==> config.mk <==
export PLATFORM = sky130hd
export DESIGN_NAME = sum_accumulator_flat
export DESIGN_NICKNAME = d
export VERILOG_FILES = /design/src/rtl/sum_acc_pkg.sv /design/src/rtl/sum_accumulator_if.sv /design/src/rtl/acc_add_sat.sv /design/src/rtl/sum_accumulator.sv /design/src/flat_wrapper.sv
export SDC_FILE = /design/constraint.sdc
export NUM_CORES = 1
export LEC_CHECK = 0
export ABC_CLOCK_PERIOD_IN_PS = 5900
export CAP_MARGIN = 20
export CORE_MARGIN = 3
export CORE_UTILIZATION = 55
export CTS_BUF_LIST = sky130_fd_sc_hd__clkbuf_8 sky130_fd_sc_hd__clkbuf_16
export DETAILED_ROUTE_END_ITERATION = 8
export PLACE_DENSITY = 0.86
export SLEW_MARGIN = 20
export SYNTH_ARGS = -nofsm -noshare
export SYNTH_HDL_FRONTEND = slang
export SYNTH_SLANG_ARGS = --single-unit
==> constraint.sdc <==
create_clock -name clk -period 5.9 [get_ports clk]
set_input_delay 1.18 -clock clk [delete_from_list [all_inputs] [get_ports clk]]
set_output_delay 1.18 -clock clk [all_outputs]
set_load 0.01 [all_outputs]
==> src/rtl/sum_acc_pkg.sv <==
// Shared types and constants for the sum accumulator slice.
package sum_acc_pkg;

  localparam int ADDER_W   = 16;
  localparam int SAMPLE_W  = 17;
  localparam int ACC_W_DEF = 24;
  localparam int CNT_W_DEF = 8;

  typedef enum logic [1:0] {
    IDLE  = 2'd0,
    ACCUM = 2'd1,
    DONE  = 2'd2
  } state_t;

endpackage

==> src/rtl/sum_accumulator_if.sv <==
// Control, sample and result handshake bundle between the adder side and the accumulator.
interface sum_accumulator_if
  import sum_acc_pkg::*;
#(
  parameter int ACC_W = ACC_W_DEF,
  parameter int CNT_W = CNT_W_DEF
);
  logic               start;
  logic [CNT_W-1:0]   num_samples;
  logic [ADDER_W-1:0] in_sum;
  logic               in_carry;
  logic               in_valid;
  logic               in_ready;
  logic [ACC_W-1:0]   acc_out;
  logic               overflow;
  logic               out_valid;
  logic               out_ready;
  logic               busy;

  modport master (
    output start, num_samples, in_sum, in_carry, in_valid, out_ready,
    input  in_ready, acc_out, overflow, out_valid, busy
  );

  modport slave (
    input  start, num_samples, in_sum, in_carry, in_valid, out_ready,
    output in_ready, acc_out, overflow, out_valid, busy
  );
endinterface

==> src/rtl/acc_add_sat.sv <==
// ACC_W+1-bit accumulate adder with overflow flag.
// With SUM_ACC_SATURATE_EN defined the result clamps to all-ones on overflow, otherwise it wraps.
module acc_add_sat #(
  parameter int ACC_W = 24
) (
  input  logic [ACC_W-1:0] acc,
  input  logic [ACC_W-1:0] sample,
  output logic [ACC_W-1:0] sum,
  output logic             ovf
);

  logic [ACC_W:0] wide_sum;

  assign wide_sum = {1'b0, acc} + {1'b0, sample};
  assign ovf      = wide_sum[ACC_W];

`ifdef SUM_ACC_SATURATE_EN
  // Once clamped, any further non-zero sample overflows again, so the clamp holds for the run.
  assign sum = ovf ? {ACC_W{1'b1}} : wide_sum[ACC_W-1:0];
`else
  assign sum = wide_sum[ACC_W-1:0];
`endif

endmodule

==> src/rtl/sum_accumulator.sv <==
// Accumulates a programmed number of 17-bit adder results and presents the total via valid/ready.
// Optional saturation on overflow is enabled with SUM_ACC_SATURATE_EN (see acc_add_sat).
module sum_accumulator
  import sum_acc_pkg::*;
#(
  parameter int ACC_W = ACC_W_DEF,
  parameter int CNT_W = CNT_W_DEF
) (
  input logic              clk,
  input logic              rst_n,
  sum_accumulator_if.slave bus
);

  state_t               state_reg, state_next;
  logic [CNT_W-1:0]     remaining_reg;
  logic [ACC_W-1:0]     acc_reg;
  logic                 overflow_reg;

  logic [SAMPLE_W-1:0]  sample_raw;
  logic [ACC_W-1:0]     sample_ext;
  logic [ACC_W-1:0]     add_sum;
  logic                 add_ovf;
  logic                 accept;
  logic                 last_accept;

  assign sample_raw  = {bus.in_carry, bus.in_sum};
  assign sample_ext  = ACC_W'(sample_raw);
  assign accept      = (state_reg == ACCUM) && bus.in_valid;
  assign last_accept = accept && (remaining_reg == CNT_W'(1));

  acc_add_sat #(.ACC_W(ACC_W)) u_add (
    .acc    (acc_reg),
    .sample (sample_ext),
    .sum    (add_sum),
    .ovf    (add_ovf)
  );

  always_ff @(posedge clk or negedge rst_n) begin
    if (!rst_n) begin
      state_reg <= IDLE;
    end else begin
      state_reg <= state_next;
    end
  end

  always_comb begin
    state_next    = state_reg;
    bus.in_ready  = 1'b0;
    bus.out_valid = 1'b0;
    bus.busy      = 1'b0;
    case (state_reg)
      IDLE: begin
        if (bus.start) begin
          state_next = (bus.num_samples == '0) ? DONE : ACCUM;
        end
      end
      ACCUM: begin
        bus.in_ready = 1'b1;
        bus.busy     = 1'b1;
        if (last_accept) begin
          state_next = DONE;
        end
      end
      DONE: begin
        bus.out_valid = 1'b1;
        bus.busy      = 1'b1;
        if (bus.out_ready) begin
          state_next = IDLE;
        end
      end
      default: state_next = IDLE;
    endcase
  end

  // Datapath: acc_out keeps its value through DONE and back into IDLE until the next start.
  always_ff @(posedge clk or negedge rst_n) begin
    if (!rst_n) begin
      acc_reg       <= '0;
      overflow_reg  <= 1'b0;
      remaining_reg <= '0;
    end else begin
      if (state_reg == IDLE && bus.start) begin
        acc_reg       <= '0;
        overflow_reg  <= 1'b0;
        remaining_reg <= bus.num_samples;
      end else if (accept) begin
        acc_reg       <= add_sum;
        remaining_reg <= remaining_reg - CNT_W'(1);
        if (add_ovf) begin
          overflow_reg <= 1'b1;
        end
      end
    end
  end

  assign bus.acc_out  = acc_reg;
  assign bus.overflow = overflow_reg;

endmodule

==> src/flat_wrapper.sv <==
// flat-port wrapper written by rule: the top's interface ports become plain ports
module sum_accumulator_flat import sum_acc_pkg::*;
#(
  parameter int ACC_W = ACC_W_DEF,
  parameter int CNT_W = CNT_W_DEF
)
  (clk, rst_n, bus_start, bus_num_samples, bus_in_sum, bus_in_carry, bus_in_valid, bus_out_ready, bus_in_ready, bus_acc_out, bus_overflow, bus_out_valid, bus_busy);
  sum_accumulator_if #(.ACC_W(ACC_W), .CNT_W(CNT_W)) bus_i ();
  input logic clk;
  input logic rst_n;
  input wire logic [$bits(bus_i.start)-1:0] bus_start;
  input wire logic [$bits(bus_i.num_samples)-1:0] bus_num_samples;
  input wire logic [$bits(bus_i.in_sum)-1:0] bus_in_sum;
  input wire logic [$bits(bus_i.in_carry)-1:0] bus_in_carry;
  input wire logic [$bits(bus_i.in_valid)-1:0] bus_in_valid;
  input wire logic [$bits(bus_i.out_ready)-1:0] bus_out_ready;
  output wire logic [$bits(bus_i.in_ready)-1:0] bus_in_ready;
  output wire logic [$bits(bus_i.acc_out)-1:0] bus_acc_out;
  output wire logic [$bits(bus_i.overflow)-1:0] bus_overflow;
  output wire logic [$bits(bus_i.out_valid)-1:0] bus_out_valid;
  output wire logic [$bits(bus_i.busy)-1:0] bus_busy;
  assign bus_i.start = bus_start;
  assign bus_i.num_samples = bus_num_samples;
  assign bus_i.in_sum = bus_in_sum;
  assign bus_i.in_carry = bus_in_carry;
  assign bus_i.in_valid = bus_in_valid;
  assign bus_i.out_ready = bus_out_ready;
  assign bus_in_ready = bus_i.in_ready;
  assign bus_acc_out = bus_i.acc_out;
  assign bus_overflow = bus_i.overflow;
  assign bus_out_valid = bus_i.out_valid;
  assign bus_busy = bus_i.busy;
  sum_accumulator #(.ACC_W(ACC_W), .CNT_W(CNT_W)) u_core (.clk(clk), .rst_n(rst_n), .bus(bus_i));
endmodule
==> impl_metrics.py <==
metrics = {
    "outcome": {
        "status": "complete, no violations",
    },
    "worst_setup_path": {
        "reg2reg_to": "u_core.bus.acc_out[23]",
        "startpoint_type": "primary input",
        "crit_type": "primary input to flop",
        "critPathMaxStageDelay_ns": 0.80,
        "crit_chain": "clkdlybuf4s50_1, and2_1, nor2_2, nor2_1, and2_1, o211ai_1, mux2i_1",
        "r2r-start": "u_core.state_reg[0]",
        "worstPathMaxFanout": 28,
        "reg2regPathDepth": 8,
        "required_ns": 6.07,
        "crit_arrival_ns": 3.43,
        "cp_slowest_cell": "and2_1",
        "r2r_slack_ns": 3.32,
        "cp-end-kind": "flop",
        "critPathMostFrequentCell": "and2_1",
    },
    "sta": {
        "worst_pin_slew_ns": 0.9808,
        "rsz0062_at_grt": "false",
        "fin_skew_ns": 0.01370,
        "setup_tns_ns": 0,
        "hold_violations": 0,
        "setup_ws_ns": 2.636,
        "finalSetupViolCount": 0,
        "final.min_clock_period_ns": 3.264,
        "finalMaxSlewViolations": 0,
        "whs_ns": 0.5197,
        "period_share_pct": 55.32,
        "worst_slew_margin_rel_pct": 34.61,
        "fmaxAchievable_mhz": 306.4,
    },
    "hold_path": {
        "hold_class": "flop to flop",
        "hold_path_depth": 2,
        "hp-start": "u_core.bus.acc_out[9]",
        "holdPathEnd": "u_core.bus.acc_out[9]",
    },
    "synth": {
        "netlist.area_leader.share_pct": 33.19,
        "synth_common_cells": "56 x nand2_1, 35 x dfrtp_1, 29 x a21oi_1",
        "synth_edf_count": 0,
        "synthDistinctLibCells": 48,
        "postSynthCellCount": 316,
        "synth_area_um2": 2639,
        "synthFlopType": "dfrtp_1",
        "yosysTopAreaCell": "dfrtp_1",
        "syn_area_per_cell_um2": 8.351,
        "synthesis.nets": 369,
        "yosysMostFrequentCell": "nand2_1",
        "async_flop_share_pct": 100.0,
        "yosys_register_bits": 35,
        "yosysSeqAreaShare_pct": 33.19,
        "ys_warn_count": 0,
        "synth_area_leaders": "dfrtp_1 33%, ha_1 10%, nand2_1 8.0%",
    },
    "cells_and_area": {
        "final-seq-area_um2": 875.8,
        "multi_input_area_um2": 1674,
        "utilization_pct": 73.61,
        "area_growth_pct": 25.65,
        "largest_reg_flops": 24,
        "fin_nets": 425,
        "diodes": 0,
        "stdcell_count": 425,
        "drive_gt1_share_pct": 6.166,
        "nFillCells": 369,
    },
    "cts": {
        "htree_num_levels": 2,
        "clock-sinks": 35,
        "cts_made_buffers": 5,
        "cts_setup_buffers": 0,
        "tritoncts": "yes",
        "clockRootBuffer": "clkbuf_8",
        "clock_latency_ns": 0.30,
        "postCtsHoldBufs": 0,
        "clkTransAtPathRegs_ns": 0.08,
        "cts_buffer_depth": 2,
        "cts_resized": 0,
    },
    "route": {
        "wl_per_cell_um": 15.75,
        "routed_via_density": 6.096,
        "ant_nets": 0,
        "drt-pass1-iter-count": 6,
        "drcViolationCount": 0,
        "routed_wl_mm": 6.695,
        "drt_iter0_drc": 195,
        "vias": 2591,
    },
    "die": {
        "rows": 24,
        "die_width_um": 75.27,
        "dieArea_um2": 5665,
        "core-area_um2": 4504,
        "start_util_pct": 58.58,
        "die_h_um": 75.27,
        "ios": 58,
    },
    "global_route": {
        "grt_usage_pct": 25.32,
        "antenna_found_initial": 0,
        "grt_pass1_vias": 2459,
        "gr-total-overflow": 0,
        "grt_max_degree": 36,
        "grt_pass1_wl_mm": 11.03,
    },
    "placement": {
        "globalplace.congestion": 0.8789,
        "hpwl_mm": 4.807,
        "numPlacedInstances": 417,
        "dp_slack_ns": 2.399,
        "io_buffers": 57,
    },
    "flow_run": {
        "max_cap_violations": 0,
    },
    "pwr": {
        "ir_drop_uv": 255.9,
        "total_leakage_power_nw": 1.463,
        "p_per_area_nw_per_um2": 404.8,
    },
}
-- worst max path at each step --
stage / slack, ns / to / from / depth (start not counted)
finish: 2.64 / u_core.bus.acc_out[23] / bus_start / 7
floorplan: 3.04 / u_core.bus.acc_out[14] / bus_in_sum[0] / 9
global route: 2.47 / u_core.bus.acc_out[23] / bus_start / 7
CTS: 2.67 / u_core.bus.acc_out[23] / bus_start / 7
global placement: 2.47 / u_core.bus.acc_out[23] / bus_start / 7
detailed placement: 2.40 / u_core.bus.acc_out[23] / bus_start / 7
-- routing by layer --
| metal | GRT usage [%] | vias to the layer above | routed length [um] |
|---|---|---|---|
| met5 | 0 | - | 0 |
| met4 | 7.379 | 0 | 93 |
| met3 | 5.207 | 15 | 443 |
| met2 | 42.65 | 119 | 3216 |
| met1 | 32.89 | 1225 | 2941 |
| li1 | - | 1232 | - |
-- report_power, final --
part	internal (mW)	leakage, nW	switching (mW)
clock	0.0795	0.0505	0.0897
sequential	0.319	0.464	0.0756
combinational	0.345	0.949	0.433
-- cell type report --
type	instances	share of cell area (%)
multi-input combinational	261	50.49
clock buffer	5	2.075
timing repair buffer	58	17.43
tap	52	1.962
clock inverter	3	0.3774
sequential	35	26.42
inverter	11	1.245
-- worst max-delay path, delay by kind of cell --
kind            cells  cell delay (ns)
mux                 1             0.14
simple gates        4             1.47
buf+inv             1             0.53
compound gates      1             0.11
-- cells by family (layout without fill, tap and decap cells) --
logic type | count (synthesis) | in the layout | synth area share [%]
muxes | 5 | 5 | 1.897
DFF | 35 | 35 | 33.19
and+or+nand+nor | 127 | 127 | 22.57
buffers and inverters | 20 | 77 | 3.367
adders and majority gates | 23 | 23 | 11.19
xor gates and xnor gates | 14 | 14 | 4.647
AOI/OAI and AO/OA | 92 | 92 | 23.14
-- through the flow --
step | total power [mW] | instance area (um2)
CTS | 1.341 | 3316
global placement | 1.143 | 3234
global route | 1.458 | 3316
finish | 1.342 | 3316
detailed placement | 1.165 | 3234
floorplan | 0.9174 | 2639
-- placed cells by master, fill, tap and decap left out, drive strengths merged, types with 6 or more instances in the layout --
cell type	instances
a21oi	34
and2	6
clkdlybuf4s50	57
dfrtp	35
ha	22
inv	13
nand2	56
nand2b	7
nand4	7
nor2	30
nor3	6
o21ai	28
xnor2	9
No activity file was read; power rests on OpenSTA's default activity.
==> variant 1: new RTL, config.mk and constraints unchanged <==
Encoding of `state_t`: now one-hot (3 bits for 3 states).
--- a/src/rtl/sum_acc_pkg.sv
+++ b/src/rtl/sum_acc_pkg.sv
@@ -7,8 +7,8 @@
   localparam int CNT_W_DEF = 8;
 
-  typedef enum logic [1:0] {
-    IDLE  = 2'd0,
-    ACCUM = 2'd1,
-    DONE  = 2'd2
+  typedef enum logic [2:0] {
+    IDLE  = 3'b001,
+    ACCUM = 3'b010,
+    DONE  = 3'b100
   } state_t;
 
Function: no difference found for any inputs over 10 cycles, from zero or initial values and one cycle with rst_n low; not proved beyond that.
==> variant 1 against the unedited design <==
Critical path depth grew 3. Maximum frequency shrank 5.1%. Sequential cell count grew 1. Routed wire length shrank 8.1%. Design area shrank 3.2%. Setup slack lost 0.18 ns. Clock power grew 28%. Area after synthesis shrank 4.9%. Power grew 4.6%. Synthesized cell count shrank 11%.
==> variant 1: results <==
sta:
  final-setup-viol-count: 0
  setup_ws_ns: 2.46
  skew_ns: 0.00338
  relSlewSlack_pct: 38.3
  whs_ns: 0.514
clocking:
  clk_latency_ns: 0.29
  clock_tree.buffer_depth: 2
  post_cts_resized: 0
  cts_htree_levels: 2
synth:
  yosys-top-cells-area: "dfrtp_1 35%, ha_1 9.5%, nand2_1 5.7%"
  synth_common_cells: "38 x nand2_1, 35 x dfrtp_1, 23 x nor2_1, 19 x ha_1, 18 x o21ai_0"
  synth-seq-area-share_pct: 36.0
  syn-num-nets: 331
  yosys_warnings: 0
  synth_compound_area_share_pct: 24.3
  avgSynthCellArea_um2: 8.93
  muxShareOfSynthArea_pct: 3.19
  synth-xor-area-share_pct: 3.14
  yosys.cell_types.count: 54
  synthAdderAreaFrac_pct: 10.3
pwr:
  peakVddDrop_v: 0.000301
  p_leak_nw: 1.48
critical_path:
  crit_start: "bus_in_sum[0]"
  endpoint: "u_core.bus.acc_out[22]"
  worstReg2RegStart: "u_core.bus.acc_out[0]"
  reg2reg_depth: 9
  slowest_stage: "or3_1"
  crit_family: "compound AO/OA/AOI/OAI gates"
  worstPathMaxFanout: 5
  slowest_delay_ns: 0.45
  endpoint_kind: "flip-flop"
  cp_data_arrival_time_ns: 3.66
  rrSetupSlack_ns: 3.34
drt:
  viasPerCell: 6.12
  first_pass_iters: 4
  wire_per_inst_um: 15.9
  drt-initial-drc-count: 152
  routed_wl_um: 6160
global_route:
  grt_max_degree: 37
  first_global_vias: 2339
  grtUsageTotal_pct: 24.2
  grt_pass1_wl_um: 10400
worst_hold_path:
  hp-start: "u_core.bus.acc_out[11]"
  holdCritPathClass: "reg2reg"
  min_path_cells: 2
  whs_endpoint: "u_core.bus.acc_out[11]"
placed_design:
  placed_area_um2: 3100
  dpl.hpwl_um: 4430
  placedCellCount: 379
  io_buffer_count: 57
  gp_congestion: 0.845
  dp_slack_ns: 2.25
final_layout:
  fin_util_pct: 76.4
  finalNetCount: 386
  drive_gt1_share_pct: 6.23
  n_fill_cell: 326
  diodes: 0
outcome:
  status: "finished clean"
==> variant 1: changes by cell type in the layout (fill, tap and decap cells not counted), moves of 5 or more <==
cell	delta
o21ai_1	-6
nor2_1	-5
nand2_1	-18
a21oi_1	-14
o21ai_0	+5
a21o_1	+5
or3_1	+5
and2_1	-6
==> variant 1: final cells by class <==
cell class / count / area share [%]
multi-input combinational: 226 / 47.5
clock inverter: 3 / 1.21
inverter: 9 / 1.05
timing repair buffer: 58 / 18.0
sequential: 36 / 28.1
tap: 50 / 1.95
clock buffer: 5 / 2.14
==> variant 1: tightest hold or removal path, stage by stage (launching register included) <==
cell and delay, ns:
dfrtp_1 0.37, nand2_1 0.05, o21ai_0 0.06
==> variant 1: kinds of logic (layout without fill, tap and decap cells) <==
| logic type | count (synthesis) | count (layout) |
|---|---|---|
| muxes | 8 | 8 |
| xor gates and xnor gates | 9 | 9 |
| DFF | 36 | 36 |
| AOI/OAI and AO/OA | 86 | 86 |
| buffers and inverters | 19 | 75 |
| and+or+nand+nor | 103 | 103 |
| adders and majority gates | 20 | 20 |
==> variant 1: report_power, final <==
part	switching (W)	leakage [nW]	internal [W]
logic	0.000419	0.944	0.000354
registers	0.0000784	0.479	0.000337
clock network	0.0000918	0.0593	0.000124
==> variant 1: per-layer routing <==
layer  global-route usage [%]  share of wire (%)
met4                     9.26                1.8
met5                        0                  0
met3                     4.92                4.8
met1                     30.7                 45
met2                     40.3                 49
==> variant 2: new RTL, same flow settings <==
Made on the original files. The option `SUM_ACC_SATURATE_EN` is turned on by a define.
--- a/src/rtl/acc_add_sat.sv
+++ b/src/rtl/acc_add_sat.sv
@@ -1,4 +1,6 @@
 // ACC_W+1-bit accumulate adder with overflow flag.
 // With SUM_ACC_SATURATE_EN defined the result clamps to all-ones on overflow, otherwise it wraps.
+`define SUM_ACC_SATURATE_EN
+
 module acc_add_sat #(
   parameter int ACC_W = 24
Behaviour: same outputs for any inputs over 10 cycles, from zero or initial values and one cycle with rst_n low; that may be too few to reach the edited logic, so the function may still have changed.
==> variant 2 against the unedited design <==
Clock power shrank 5%. Sequential power grew 2%. Combinational power grew 2%. Setup slack lost 0.57 ns. Area after synthesis shrank 3.4%. Routed wire length shrank 13%. Largest cell class unchanged. Critical path depth grew 3. Design area shrank 2.8%. Sequential share of layout area grew 0.77 points. Die area shrank 3.1%. Sequential cell count is the same. Clock skew shrank 0.0043 ns. Via count shrank 13%. Power grew 1.1%.
==> variant 2: results <==
final_layout:
  drive_gt1_share_pct: 9.70
  multi_input_area_um2: 1590
  clkCellAreaFrac_pct: 2.25
  multi_input_area_share_pct: 49.3
  nonClockInverterCount: 9
  nMultiInputCombCells: 221
sta:
  skew_ns: 0.00936
  tightest_slew_ns: 0.854
  max_freq_mhz: 261
critical_path:
  slowest_delay_ns: 0.42
  r2r_end: "u_core.bus.acc_out[7]"
  reg2reg_depth: 9
  crit_start: "bus_in_sum[0]"
  rrSetupSlack_ns: 2.94
  worstReg2RegStart: "u_core.bus.acc_out[0]"
  crit_family: "compound AO/OA/AOI/OAI gates"
placed_design:
  placed_area_um2: 3150
  dpl.hpwl_um: 4360
synth:
  synth_common_cells: "35 x dfrtp_1, 31 x nand2_1, 24 x a21oi_1, 22 x ha_1, 17 x nor2_1"
  yosys-top-cells-area: "dfrtp_1 34%, ha_1 11%, xor2_1 5.2%"
  synth_cells: 274
  avgSynthCellArea_um2: 9.30
  synth-seq-area-share_pct: 34.4
drt:
  routed_wl_um: 5820
  first_pass_iters: 4
  num_vias: 2248
outcome:
  status: "finished clean"
global_route:
  grt_pass1_wl_um: 9520
pwr:
  peakVddDrop_v: 0.000293
  p_clk_share_pct: 11.8
-- variant 2: changes by cell type in the layout (fill, tap and decap cells not counted), sizes merged, moves of 4 or more --
cell / before / now
nor2: 30 / 17
nor3: 6 / 2
or4: 2 / 6
nand4: 7 / 3
xor2: 5 / 15
a21o: 2 / 8
a21oi: 34 / 25
nand2b: 7 / 2
nand2: 56 / 32
-- variant 2: layer usage --
layer	global-route usage [%]	wire length [um]	vias to the layer above
met5	0	0	-
met3	4.05	294	10
met1	28.4	2560	1059
li1	-	-	1113
met4	8.85	98	0
met2	38.2	2870	66
-- variant 2: kinds of logic after synthesis --
family,Yosys count,share of synthesized area [%]
AOI/OAI and AO/OA,91,25.1
xor gates and xnor gates,24,8.25
adders and majority gates,23,11.6
buffers and inverters,18,3.29
DFF,35,34.4
muxes,4,1.57
and+or+nand+nor,79,15.8
